`src/rtl/reset_sequencer.sv`:
```
// Ordered reset release: PLL settle, lock qualification, then staged channel releases with retry/soft-reset handling.
// Latency: lock change seen 2 cycles after pll_locked, outputs registered one cycle later; no backpressure (free-running).
module reset_sequencer #(
    parameter int unsigned DELAY_CNT      = 1_000_000,
    parameter int unsigned N_CH           = 4,
    parameter int unsigned STAGE_GAP      = 16,
    parameter int unsigned LOCK_STABLE    = 64,
    parameter int unsigned LOCK_TIMEOUT   = 65535,
    parameter int unsigned PLL_RST_CYCLES = 8,
    parameter int unsigned CNT_W          = 24
) (
    input  logic            clk,
    input  logic            rst,
    input  logic            pll_locked,
    input  logic            soft_rst,
    output logic            pll_areset,
    output logic [N_CH-1:0] ch_rst_n,
    output logic            all_ready,
    output logic [2:0]      state,
    output logic [7:0]      retry_cnt
);

    localparam longint unsigned CNT_LIM = 64'd1 << CNT_W;

    if (N_CH < 1 || N_CH > 16) begin : g_bad_nch
        $error("reset_sequencer: N_CH must be 1..16");
    end
    if (STAGE_GAP < 1 || LOCK_STABLE < 1 || LOCK_TIMEOUT < 1 || PLL_RST_CYCLES < 1) begin : g_bad_min
        $error("reset_sequencer: gap, stable, timeout and pll reset counts must be >= 1");
    end
    if (longint'(DELAY_CNT) >= CNT_LIM || longint'(LOCK_STABLE) >= CNT_LIM ||
        longint'(LOCK_TIMEOUT) >= CNT_LIM || longint'(PLL_RST_CYCLES) >= CNT_LIM ||
        longint'(STAGE_GAP) * longint'(N_CH) >= CNT_LIM) begin : g_bad_width
        $error("reset_sequencer: a count parameter does not fit in CNT_W bits");
    end

    localparam logic [CNT_W-1:0] DELAY_C   = CNT_W'(DELAY_CNT);
    localparam logic [CNT_W-1:0] STABLE_C  = CNT_W'(LOCK_STABLE);
    localparam logic [CNT_W-1:0] TIMEOUT_C = CNT_W'(LOCK_TIMEOUT);
    localparam logic [CNT_W-1:0] PLLRST_C  = CNT_W'(PLL_RST_CYCLES);
    localparam logic [CNT_W-1:0] LAST_C    = CNT_W'(STAGE_GAP * N_CH);

    typedef enum logic [2:0] {
        SETTLE    = 3'd0,
        WAIT_LOCK = 3'd1,
        PLL_RST   = 3'd2,
        RELEASE   = 3'd3,
        RUN       = 3'd4
    } state_t;

    state_t           st;
    logic [CNT_W-1:0] cnt;
    logic [CNT_W-1:0] stable;
    logic             lock_meta;
    logic             lock_s;
    logic [CNT_W-1:0] cnt_nx;
    logic [CNT_W-1:0] stable_nx;

    assign cnt_nx    = cnt + 1'b1;
    assign stable_nx = stable + 1'b1;
    assign state     = st;

    always_ff @(posedge clk) begin
        if (rst) begin
            st         <= SETTLE;
            cnt        <= '0;
            stable     <= '0;
            pll_areset <= 1'b1;
            ch_rst_n   <= '0;
            all_ready  <= 1'b0;
            retry_cnt  <= '0;
            lock_meta  <= 1'b0;
            lock_s     <= 1'b0;
        end else begin
            lock_meta <= pll_locked;
            lock_s    <= lock_meta;
            case (st)
                SETTLE: begin
                    if (cnt == DELAY_C) begin
                        st         <= WAIT_LOCK;
                        cnt        <= '0;
                        stable     <= '0;
                        pll_areset <= 1'b0;
                    end else begin
                        cnt <= cnt_nx;
                    end
                end
                WAIT_LOCK: begin
                    // a lock that qualifies on the timeout cycle still counts as good
                    if (lock_s && stable_nx == STABLE_C) begin
                        st  <= RELEASE;
                        cnt <= '0;
                    end else if (cnt_nx == TIMEOUT_C) begin
                        st         <= PLL_RST;
                        cnt        <= '0;
                        pll_areset <= 1'b1;
                        if (retry_cnt != 8'hFF) retry_cnt <= retry_cnt + 8'd1;
                    end else begin
                        cnt <= cnt_nx;
                    end
                    stable <= lock_s ? stable_nx : '0;
                end
                PLL_RST: begin
                    if (cnt_nx == PLLRST_C) begin
                        st         <= WAIT_LOCK;
                        cnt        <= '0;
                        stable     <= '0;
                        pll_areset <= 1'b0;
                    end else begin
                        cnt <= cnt_nx;
                    end
                end
                RELEASE, RUN: begin
                    if (!lock_s) begin
                        st         <= PLL_RST;
                        cnt        <= '0;
                        pll_areset <= 1'b1;
                        ch_rst_n   <= '0;
                        all_ready  <= 1'b0;
                        if (retry_cnt != 8'hFF) retry_cnt <= retry_cnt + 8'd1;
                    end else if (soft_rst) begin
                        st        <= RELEASE;
                        cnt       <= '0;
                        ch_rst_n  <= '0;
                        all_ready <= 1'b0;
                    end else if (st == RELEASE) begin
                        cnt <= cnt_nx;
                        for (int k = 0; k < int'(N_CH); k++) begin
                            if (cnt_nx == CNT_W'(STAGE_GAP * (k + 1))) ch_rst_n[k] <= 1'b1;
                        end
                        if (cnt_nx == LAST_C) begin
                            st        <= RUN;
                            all_ready <= 1'b1;
                        end
                    end
                end
                default: begin
                    st         <= SETTLE;
                    cnt        <= '0;
                    stable     <= '0;
                    pll_areset <= 1'b1;
                    ch_rst_n   <= '0;
                    all_ready  <= 1'b0;
                end
            endcase
        end
    end

endmodule

```
`config.mk`:
```
export PLATFORM = sky130hd
export DESIGN_NAME = reset_sequencer
export DESIGN_NICKNAME = d
export VERILOG_FILES = /design/src/rtl/reset_sequencer.sv
export SDC_FILE = /design/constraint.sdc
export NUM_CORES = 1
export LEC_CHECK = 0
export ABC_AREA = 1
export CAP_MARGIN = 20
export CELL_PAD_IN_SITES_DETAIL_PLACEMENT = 0
export CELL_PAD_IN_SITES_GLOBAL_PLACEMENT = 1
export CORE_UTILIZATION = 40
export DETAILED_ROUTE_END_ITERATION = 16
export DONT_BUFFER_PORTS = 1
export GPL_ROUTABILITY_DRIVEN = 0
export PLACE_DENSITY_LB_ADDON = 0.1
export REMOVE_ABC_BUFFERS = 1
export SLEW_MARGIN = 25
export SYNTH_ARGS = -nofsm -noshare
export SYNTH_HDL_FRONTEND = slang
export SYNTH_SLANG_ARGS = --single-unit
export TNS_END_PERCENT = 1
```
`constraint.sdc`:
```
create_clock -name clk -period 2.1 [get_ports clk]
set_input_delay 0.315 -clock clk [delete_from_list [all_inputs] [get_ports clk]]
set_output_delay 0.315 -clock clk [all_outputs]
set_load 0.01 [all_outputs]
```
==> results of run 1 <==
area by class of cell:
type | count | area [um^2]
Clock buffer | 15 | 186
Clock inverter | 1 | 30.0
Fill cell | 1007 | 4190
Inverter | 77 | 292
Multi-Input combinational cell | 598 | 3400
Sequential cell | 66 | 1350
Tap cell | 140 | 175
Timing Repair Buffer | 150 | 1260
Timing Repair inverter | 1 | 7.51
what timing repair did:
action,CTS,global route
pin swaps,21,49
buffers inserted,9,4
resized for setup,75,117
endpoints found under the setup margin,64,64
endpoints found under the hold margin,4,5
cloned,3,3
critical path, delay by kind of cell, from the launching register on:
family,cells,cell delay (ns)
AND/OR/NAND/NOR,12,1.40
buffers and inverters,3,0.49
flip-flops,1,0.41
AO/OA/AOI/OAI,1,0.05
report_power, final:
group	internal (mW)	switching, mW
Sequential	1.31	0.0977
Clock	0.681	0.534
Combinational	0.740	0.835
Total	2.74	1.47
cell families (layout without fill, tap and decap cells):
logic type                 after synthesis  in the layout  share of synthesized area (%)
xor gates and xnor gates                15             15                           2.91
AOI/OAI and AO/OA                       79             79                           8.94
buffers and inverters                   94            244                           8.41
DFF                                     66             66                           29.3
adders and majority gates                7              7                           1.94
and+or+nand+nor                        497            497                           48.5
worst max-delay path by stage:
stage                         start           end  slack, ns  cells after the start
after floorplan            state[1]   ch_rst_n[2]      -0.47                      9
after global placement       cnt[2]     stable[4]      -0.37                     18
after detailed placement     cnt[1]     stable[3]      -0.45                     18
after CTS                 stable[0]  retry_cnt[7]      -0.26                     16
after global routing         cnt[2]        cnt[8]      -0.47                     16
final                        cnt[2]        cnt[3]      -0.34                     16
cell usage in the layout (no fill, tap or decap), types with 5 or more instances in the layout:
cell	synthesis	routed
a21oi_1	60	39
a21oi_2	1	22
buf_4	3	136
buf_6	2	8
clkbuf_8	0	13
dfxtp_1	66	49
dfxtp_2	0	13
inv_1	76	74
nand2_1	251	199
nand2_2	12	58
nand2_4	2	6
nand3_1	66	49
nand3_2	0	13
nand3_4	1	5
nand4_1	15	15
nor2_1	114	94
nor2_2	10	13
nor2_4	7	24
o21ai_0	13	8
o21ai_1	3	6
xor2_1	11	11
flip-flops by register name, indices dropped and copies added (netlist names):
register	cells
lock_s	1
cnt	24
state	3
lock_meta	1
retry_cnt	8
ch_rst_n	4
stable	24
pll_areset	1
per-layer routing:
metal / track usage (%) / wire (um) / up-vias
met1: 30.2 / 6520 / 2414
li1: - / - / 2699
met4: 11.3 / 408 / 0
met5: 0 / 0 / -
met3: 3.25 / 360 / 28
met2: 46.1 / 7460 / 70
==> flow_metrics.tcl, run 1 <==
set metrics [dict create \
    synth-edff-count 0 \
    relSlewSlack_pct 63.9 \
    holdPathStages 1 \
    worst_pin_slew_ns 0.541 \
    hp-start "rst" \
    crit_required_ns 2.36 \
    vias 5211 \
    reg2reg_from "cnt[2]" \
    die_w_um 108 \
    syn_area_mm2 0.00451 \
    vias_per_cell 4.97 \
    finalPower_mw 4.20 \
    yosysMostFrequentCell "nand2_1" \
    synth-main-ff-cell "dfxtp_1" \
    synth_cell_types 30 \
    placed_area_mm2 0.00562 \
    p_per_area_mw_per_mm2 627 \
    grt.total_usage_pct 25.6 \
    syn2layout_area_growth_pct 48.7 \
    start_util_pct 41.4 \
    final_nets 914 \
    cpPeakStageDelay_ns 0.41 \
    rrSetupSlack_ns -0.34 \
    final_cells 1048 \
    dr.pass1.iters 5 \
    final_hold_viol_count 0 \
    yosysTopAreaCellShare_pct 29.3 \
    io_pins 21 \
    clock.fmax_mhz 410 \
    cts_buffer_depth 2 \
    cap_violations 0 \
    crit_chain "nand2_2, buf_4, nor2_1, nand4_1, nand2_2, nand2_1, nor2_4, nand3_2, nor2_4, nor2_4, nor2_8, buf_6, nand3_4, clkbuf_16, nand3_2, a21oi_2" \
    drive_gt1_share_pct 37.8 \
    cts_sinks 66 \
    violations "setup timing" \
    fin_skew_ns 0.00918 \
    ys_warn_count 0 \
    finish.utilization_pct 61.6 \
    dieArea_mm2 0.0117 \
    cp-start-kind "flip-flop" \
    cts_tree "built" \
    rows 38 \
    hold-path-endpoint "cnt[5]" \
    hp-class "input port to flip-flop" \
    stdcell_area_mm2 0.00670 \
    slowest_stage "dfxtp_4" \
    syn_avg_cell_area_um2 5.95 \
    rsz0062_at_grt "true" \
    clockRootBuffer "clkbuf_8" \
    setup_ws_ns -0.337 \
    peakVddDrop_mv 0.503 \
    grt_first_pass_wirelength_um 23400 \
    clk_pin_slew_ns 0.08 \
    min_period_ns 2.44 \
    setup-tns-final_ns -16.30 \
    dp_hpwl_um 9740 \
    critPathKind "flip-flop to flip-flop" \
    synth_area_leaders "dfxtp_1 29%, nand2_1 21%, nor2_1 9.5%" \
    num_antenna_cells 0 \
    arrival_ns 2.70 \
    clkLatencyLatePin_ns 0.36 \
    grt_max_degree 60 \
    hold_ws_ns 0.00934 \
    die_h_um 108 \
    grt_pass1_vias 5036 \
    status "finished with violations" \
    critPathMostFrequentCell "nor2_4" \
    crit_fanout 6 \
    initialDrtViolationCount 231 \
    synth-seq-area-share_pct 29.3 \
    slew_violations 0 \
    ys_ff_latch 66 \
    grt.overflow.total 0 \
    wire_per_inst_um 14.1 \
    p_leak_nw 2.75 \
    setup_viol 64 \
    r2r_end "cnt[3]" \
    remaining_drc_errors 0 \
    synthCells 758 \
    ant_nets 0 \
    worstSetupEndpointType "flip-flop" \
    cts_buffers 9 \
    ys_top_cells_by_count "251 x nand2_1, 114 x nor2_1, 76 x inv_1" \
    dpl_worst_slack_ns -0.452 \
    port_buffers 0 \
    min_period_over_period_pct 116 \
    htree_levels 3 \
    core-area_mm2 0.0109 \
    wl_um 14800 \
    reg2reg_depth 16 \
    synth_area_leader_cell "dfxtp_1" \
    async_reset_ff_share_pct 0 \
    dp_cells 1014 \
    antenna_found_initial 0 \
]
Note: power is estimated with default switching activity, not from simulation.
==> inputs of run 2 (changes only) <==
--- a/config.mk
+++ b/config.mk
@@ -9,13 +9,14 @@
 export CAP_MARGIN = 20
 export CELL_PAD_IN_SITES_DETAIL_PLACEMENT = 0
 export CELL_PAD_IN_SITES_GLOBAL_PLACEMENT = 1
+export CORE_MARGIN = 2
 export CORE_UTILIZATION = 40
 export DETAILED_ROUTE_END_ITERATION = 16
 export DONT_BUFFER_PORTS = 1
 export GPL_ROUTABILITY_DRIVEN = 0
 export PLACE_DENSITY_LB_ADDON = 0.1
 export REMOVE_ABC_BUFFERS = 1
-export SLEW_MARGIN = 25
+export SLEW_MARGIN = 40
 export SYNTH_ARGS = -nofsm -noshare
 export SYNTH_HDL_FRONTEND = slang
 export SYNTH_SLANG_ARGS = --single-unit
==> run 2 against run 1 <==
The run still ends with setup timing left. Final cell count rose by 0.57%. Via count increased by 2.6%. Global-route usage is 0.49 points lower. Power up 8.7%. Critical path type unchanged. Largest power group unchanged.
==> flow_metrics.tcl, run 2 (same netlist as run 1, synthesis figures left out) <==
set metrics [dict create \
    status "finished with violations" \
    violations "setup timing" \
    cp-start-kind "flip-flop" \
    hold-path-endpoint "retry_cnt[2]" \
    rsz0062_at_grt "true" \
    clk_pin_slew_ns 0.06 \
    cts_sinks 66 \
    start_util_pct 41.2 \
    finalPower_mw 4.57 \
    cts_tree "built" \
    cts_buffers 9 \
    clock.fmax_mhz 407 \
    most-common-layout-cells "200 x nand2_1, 140 x buf_4, 91 x nor2_1" \
    grt_pass1_vias 5083 \
    hp-start "rst" \
    r2r_end "cnt[1]" \
    htree_levels 3 \
    arrival_ns 2.70 \
    antenna_found_initial 0 \
    reg2reg_depth 18 \
    drive_gt1_share_pct 38.7 \
    syn2layout_area_growth_pct 51.8 \
    clockRootBuffer "clkbuf_16" \
    wire_per_inst_um 14.6 \
    critPathKind "flip-flop to flip-flop" \
    multiInputGateArea_mm2 0.00341 \
    setup_viol 63 \
    hp-class "input port to flip-flop" \
    ant_nets 0 \
    vias_per_cell 5.07 \
    die_h_um 110 \
    crit_required_ns 2.34 \
    peakVddDrop_mv 0.561 \
    worstSetupEndpointType "flip-flop" \
    grt.total_usage_pct 25.1 \
    grt.overflow.total 0 \
    clkLatencyLatePin_ns 0.35 \
    final_nets 920 \
    dp_hpwl_um 10000 \
    p_leak_nw 2.79 \
    die_w_um 110 \
    min_period_ns 2.46 \
    dr.pass1.iters 7 \
    port_buffers 0 \
    reg2reg_from "cnt[2]" \
    hold_ws_ns 0.0343 \
    grt_max_degree 60 \
    dieArea_mm2 0.0121 \
    fin_skew_ns 0.00388 \
    remaining_drc_errors 0 \
    crit_start "cnt[2]" \
    setup_ws_ns -0.358 \
    p_per_area_mw_per_mm2 667 \
    layout_commonest_cell "nand2_1" \
    cts_buffer_depth 2 \
    relSlewSlack_pct 61.9 \
    io_pins 21 \
    core-area_mm2 0.0109 \
    wl_um 15400 \
    final_hold_viol_count 0 \
    crit_fanout 6 \
    holdPathStages 1 \
    vias 5346 \
    top_regs "cnt (24), stable (24), retry_cnt (8)" \
    num_antenna_cells 0 \
    worst_pin_slew_ns 0.571 \
    num-fill-cells 1023 \
    hold_buffers 0 \
    min_period_over_period_pct 117 \
    seqCellArea_mm2 0.00135 \
    finish.utilization_pct 62.6 \
    initialDrtViolationCount 240 \
    rows 38 \
    rrSetupSlack_ns -0.36 \
    cap_violations 0 \
    grt_first_pass_wirelength_um 23600 \
    slew_violations 0 \
]
==> run 2: cell types whose count changed in the layout (fill, tap and decap cells not counted), moves of 3 or more <==
cell | previous run | this run
a21oi_2 | 22 | 27
nand2_4 | 6 | 9
dfxtp_1 | 49 | 53
nand2_2 | 58 | 55
dfxtp_2 | 13 | 10
nor2_1 | 94 | 91
clkinvlp_4 | 1 | 4
clkbuf_16 | 2 | 11
nand3_2 | 13 | 16
buf_4 | 136 | 140
a21oi_1 | 39 | 34
clkbuf_8 | 13 | 1
nor2_2 | 13 | 16
==> run 2: how the worst max path moves through the flow <==
stage	endpoint	slack (ns)	cells after the start
after floorplan	ch_rst_n[2]	-0.47	9
after global placement	stable[9]	-0.40	18
after detailed placement	stable[15]	-0.43	19
after CTS	retry_cnt[2]	-0.28	17
after global routing	cnt[1]	-0.48	18
final	cnt[1]	-0.36	18
==> run 2: layout make-up <==
| class | instances | area share, % |
|---|---|---|
| Tap cell | 140 | 2.56 |
| Sequential cell | 66 | 19.7 |
| Multi-Input combinational cell | 598 | 49.8 |
| Clock inverter | 6 | 0.969 |
| Inverter | 77 | 4.33 |
| Clock buffer | 10 | 3.49 |
| Timing Repair Buffer | 156 | 19.1 |
| Timing Repair inverter | 1 | 0.110 |
==> run 2: power breakdown <==
| group | switching (mW) | internal (mW) | total, mW | leakage, nW |
|---|---|---|---|---|
| combinational | 0.837 | 0.760 | 1.60 | 2.11 |
| sequential | 0.0886 | 1.32 | 1.41 | 0.540 |
| clock | 0.613 | 0.951 | 1.56 | 0.141 |
==> run 2: critical path, stage by stage, from the launching register on <==
cell and delay (ns):
dfxtp_4 0.40, nand2_4 0.07, nor2_4 0.16, nand2_2 0.10, buf_4 0.15, nand2_2 0.08, nand2_4 0.08, nor2_2 0.12
nand2_1 0.08, nor2_2 0.11, nand3_2 0.11, nor2_4 0.14, nor2_4 0.05, nor2_8 0.09, buf_6 0.12, nand3_4 0.14
clkbuf_16 0.22, nand3_2 0.07, a21oi_2 0.05
==> run 2: metal layers <==
| layer | track usage [%] | part of all wire (%) |
|---|---|---|
| met1 | 27.7 | 41 |
| met2 | 46.8 | 53 |
| met3 | 5.64 | 3.3 |
| met4 | 9.29 | 2.6 |
| met5 | 0 | 0 |
==> run 2: timing repair <==
item,in CTS,in global routing
setup endpoints to repair,64,64
setup buffers,7,10
pin swaps,17,50
resized for setup,76,120
cloned,3,3
==> run 2: metrics by stage <==
step / instance area (um^2) / cells / setup TNS [ns] / setup WS, ns
5_1_grt: 6840 / 1054 / -24.26 / -0.484
2_1_floorplan: 4420 / 741 / -9.09 / -0.473
3_5_place_dp: 5630 / 1015 / -23.83 / -0.431
3_3_place_gp: 5630 / 1015 / -22.33 / -0.396
6_report: 6840 / 1054 / -16.42 / -0.358
4_1_cts: 6300 / 1041 / -13.97 / -0.280
==> inputs of run 3 (changes only) <==
--- a/config.mk
+++ b/config.mk
@@ -7,14 +7,12 @@
 export LEC_CHECK = 0
 export ABC_AREA = 1
 export CAP_MARGIN = 20
-export CELL_PAD_IN_SITES_DETAIL_PLACEMENT = 0
-export CELL_PAD_IN_SITES_GLOBAL_PLACEMENT = 1
 export CORE_MARGIN = 2
-export CORE_UTILIZATION = 40
+export CORE_UTILIZATION = 58
 export DETAILED_ROUTE_END_ITERATION = 16
 export DONT_BUFFER_PORTS = 1
 export GPL_ROUTABILITY_DRIVEN = 0
-export PLACE_DENSITY_LB_ADDON = 0.1
+export PLACE_DENSITY = 0.76
 export REMOVE_ABC_BUFFERS = 1
 export SLEW_MARGIN = 40
 export SYNTH_ARGS = -nofsm -noshare
==> run 3 against run 2 <==
The flow still finishes with violations (setup timing). Maximum frequency grew 2.5%. Non-clock buffer count fell by 28. Final cell count down 6.4%. Worst hold slack worse by 0.033 ns. Sequential share of layout area up 2.2 points. Die area decreased by 30%. Power is 16% lower. Critical path depth shrank 4. Cell area decreased by 9.9%. Critical path type unchanged. Largest cell class unchanged.
==> flow_metrics.tcl, run 3 (same netlist as run 1, synthesis figures left out) <==
set metrics [dict create \
    rows 32 \
    slowest_stage "dfxtp_2" \
    core-area_mm2 0.00765 \
    p_per_area_mw_per_mm2 621 \
    top_regs "cnt (24), stable (24), retry_cnt (8)" \
    critPathKind "flip-flop to flip-flop" \
    setup_viol 61 \
    clockRootBuffer "clkbuf_8" \
    wl_um 14700 \
    dp_hpwl_um 9330 \
    peakVddDrop_mv 0.481 \
    worstSetupEndpointType "flip-flop" \
    cp_num_cells 14 \
    clkLatencyLatePin_ns 0.36 \
    reg2reg_depth 14 \
    arrival_ns 2.66 \
    remaining_drc_errors 0 \
    cpPeakStageDelay_ns 0.37 \
    reg2reg_from "stable[1]" \
    worst_pin_slew_ns 0.544 \
    min_period_over_period_pct 114 \
    num-fill-cells 514 \
    clk_pin_slew_ns 0.09 \
    slew_violations 0 \
    grt.total_usage_pct 33.6 \
    cts_tree "built" \
    crit_required_ns 2.36 \
    htree_levels 3 \
    cts_sinks 66 \
    rrSetupSlack_ns -0.30 \
    crit_start "stable[1]" \
    cts_buffers 9 \
    vias 5602 \
    initialDrtViolationCount 406 \
    hold_buffers 0 \
    final_cells 987 \
    hp-class "input port to flip-flop" \
    cts_buffer_depth 2 \
    port_buffers 0 \
    die_h_um 92.2 \
    relSlewSlack_pct 63.7 \
    final_hold_viol_count 0 \
    start_util_pct 58.9 \
    dr.pass1.iters 5 \
    cp-start-kind "flip-flop" \
    crit_fanout 6 \
    violations "setup timing" \
    cap_violations 0 \
    grt.overflow.total 0 \
    crit_chain "ha_4, nand2_2, nor2_4, xor2_1, o21ai_0, nor2_1, nand2_1, nor2_2, nand3_2, o21ai_2, inv_2, buf_12, nand3_1, a21oi_2" \
    final_nets 891 \
    die_w_um 92.2 \
    layout_commonest_cell "nand2_1" \
    fin_skew_ns 0.0153 \
    critPathCapture "retry_cnt[5]" \
    setup_ws_ns -0.298 \
    ant_nets 0 \
    crit_family "simple AND/OR/NAND/NOR gates" \
    status "finished with violations" \
    multiInputGateArea_mm2 0.00313 \
    vias_per_cell 5.68 \
    most-common-layout-cells "236 x nand2_1, 122 x buf_4, 92 x nor2_1" \
    rsz0062_at_grt "true" \
    p_leak_nw 2.55 \
    antenna_found_initial 0 \
    seqCellArea_mm2 0.00135 \
    finalPower_mw 3.83 \
    drive_gt1_share_pct 29.6 \
    grt_first_pass_wirelength_um 23400 \
    io_pins 21 \
    dieArea_mm2 0.00849 \
    syn2layout_area_growth_pct 36.7 \
    wire_per_inst_um 14.9 \
    grt_max_degree 60 \
    r2r_end "retry_cnt[5]" \
    grt_pass1_vias 5337 \
    num_antenna_cells 0 \
    min_period_ns 2.40 \
    path_buf_inv 2 \
    clock.fmax_mhz 417 \
    setup-tns-final_ns -13.65 \
    dp_cells 962 \
]
## run 3: what timing repair did
| item | 4_1_cts | 5_1_grt |
|---|---|---|
| endpoints found under the hold margin | 0 | 0 |
| setup endpoints to repair | 64 | 64 |
| pin swaps | 35 | 20 |
| setup buffers | 8 | 1 |
| resized for setup | 66 | 41 |
| gates cloned | 0 | 0 |
## run 3: worst register-to-register path, stage by stage (launching register included)
cell,delay [ns]
dfxtp_2,0.37
ha_4,0.15
nand2_2,0.09
nor2_4,0.24
xor2_1,0.24
o21ai_0,0.18
nor2_1,0.12
nand2_1,0.09
nor2_2,0.15
nand3_2,0.10
o21ai_2,0.09
inv_2,0.11
buf_12,0.15
nand3_1,0.13
a21oi_2,0.07
## run 3: power breakdown
group / leakage, nW / switching (mW) / internal [mW]
sequential: 0.540 / 0.0957 / 1.32
combinational: 1.88 / 0.603 / 0.391
clock: 0.131 / 0.561 / 0.863
total: 2.55 / 1.26 / 2.57
## run 3: final cells by class
cell class | instances | area share [%]
multi-input combinational | 598 | 50.8
sequential | 66 | 21.8
tap | 102 | 2.07
timing repair buffer | 128 | 16.4
clock inverter | 5 | 1.75
clock buffer | 11 | 2.46
inverter | 77 | 4.69
## run 3: worst min path at each step
| stage | from | to | slack [ns] | cells past startpoint |
|---|---|---|---|---|
| 2_1_floorplan | rst | state[2] | 0.38 | 1 |
| 3_3_place_gp | rst | state[2] | 0.39 | 1 |
| 4_1_cts | rst | state[2] | 0.01 | 1 |
| 5_1_grt | rst | retry_cnt[3] | 0.009 | 1 |
| 3_5_place_dp | rst | state[2] | 0.39 | 1 |
| 6_report | rst | retry_cnt[3] | 0.0008 | 1 |
## run 3: layer usage
| layer | track usage, % | vias up | share of wire, % |
|---|---|---|---|
| met3 | 4.52 | 81 | 6.6 |
| met5 | 0 | - | 0 |
| met2 | 62.9 | 290 | 51 |
| met4 | 15.9 | 0 | 4.6 |
| li1 | - | 2658 | - |
| met1 | 37.2 | 2573 | 38 |
## run 3: metrics by stage
step           utilization [%]  setup slack (ns)  hold WS (ns)  instance area [um^2]
3_3_place_gp              71.5            -0.356         0.386                  5470
4_1_cts                   78.7            -0.158       0.00980                  6020
5_1_grt                   80.6            -0.436       0.00859                  6160
6_report                  80.6            -0.298      0.000846                  6160
3_5_place_dp              71.5            -0.430         0.385                  5470
2_1_floorplan                -            -0.473         0.377                  4420
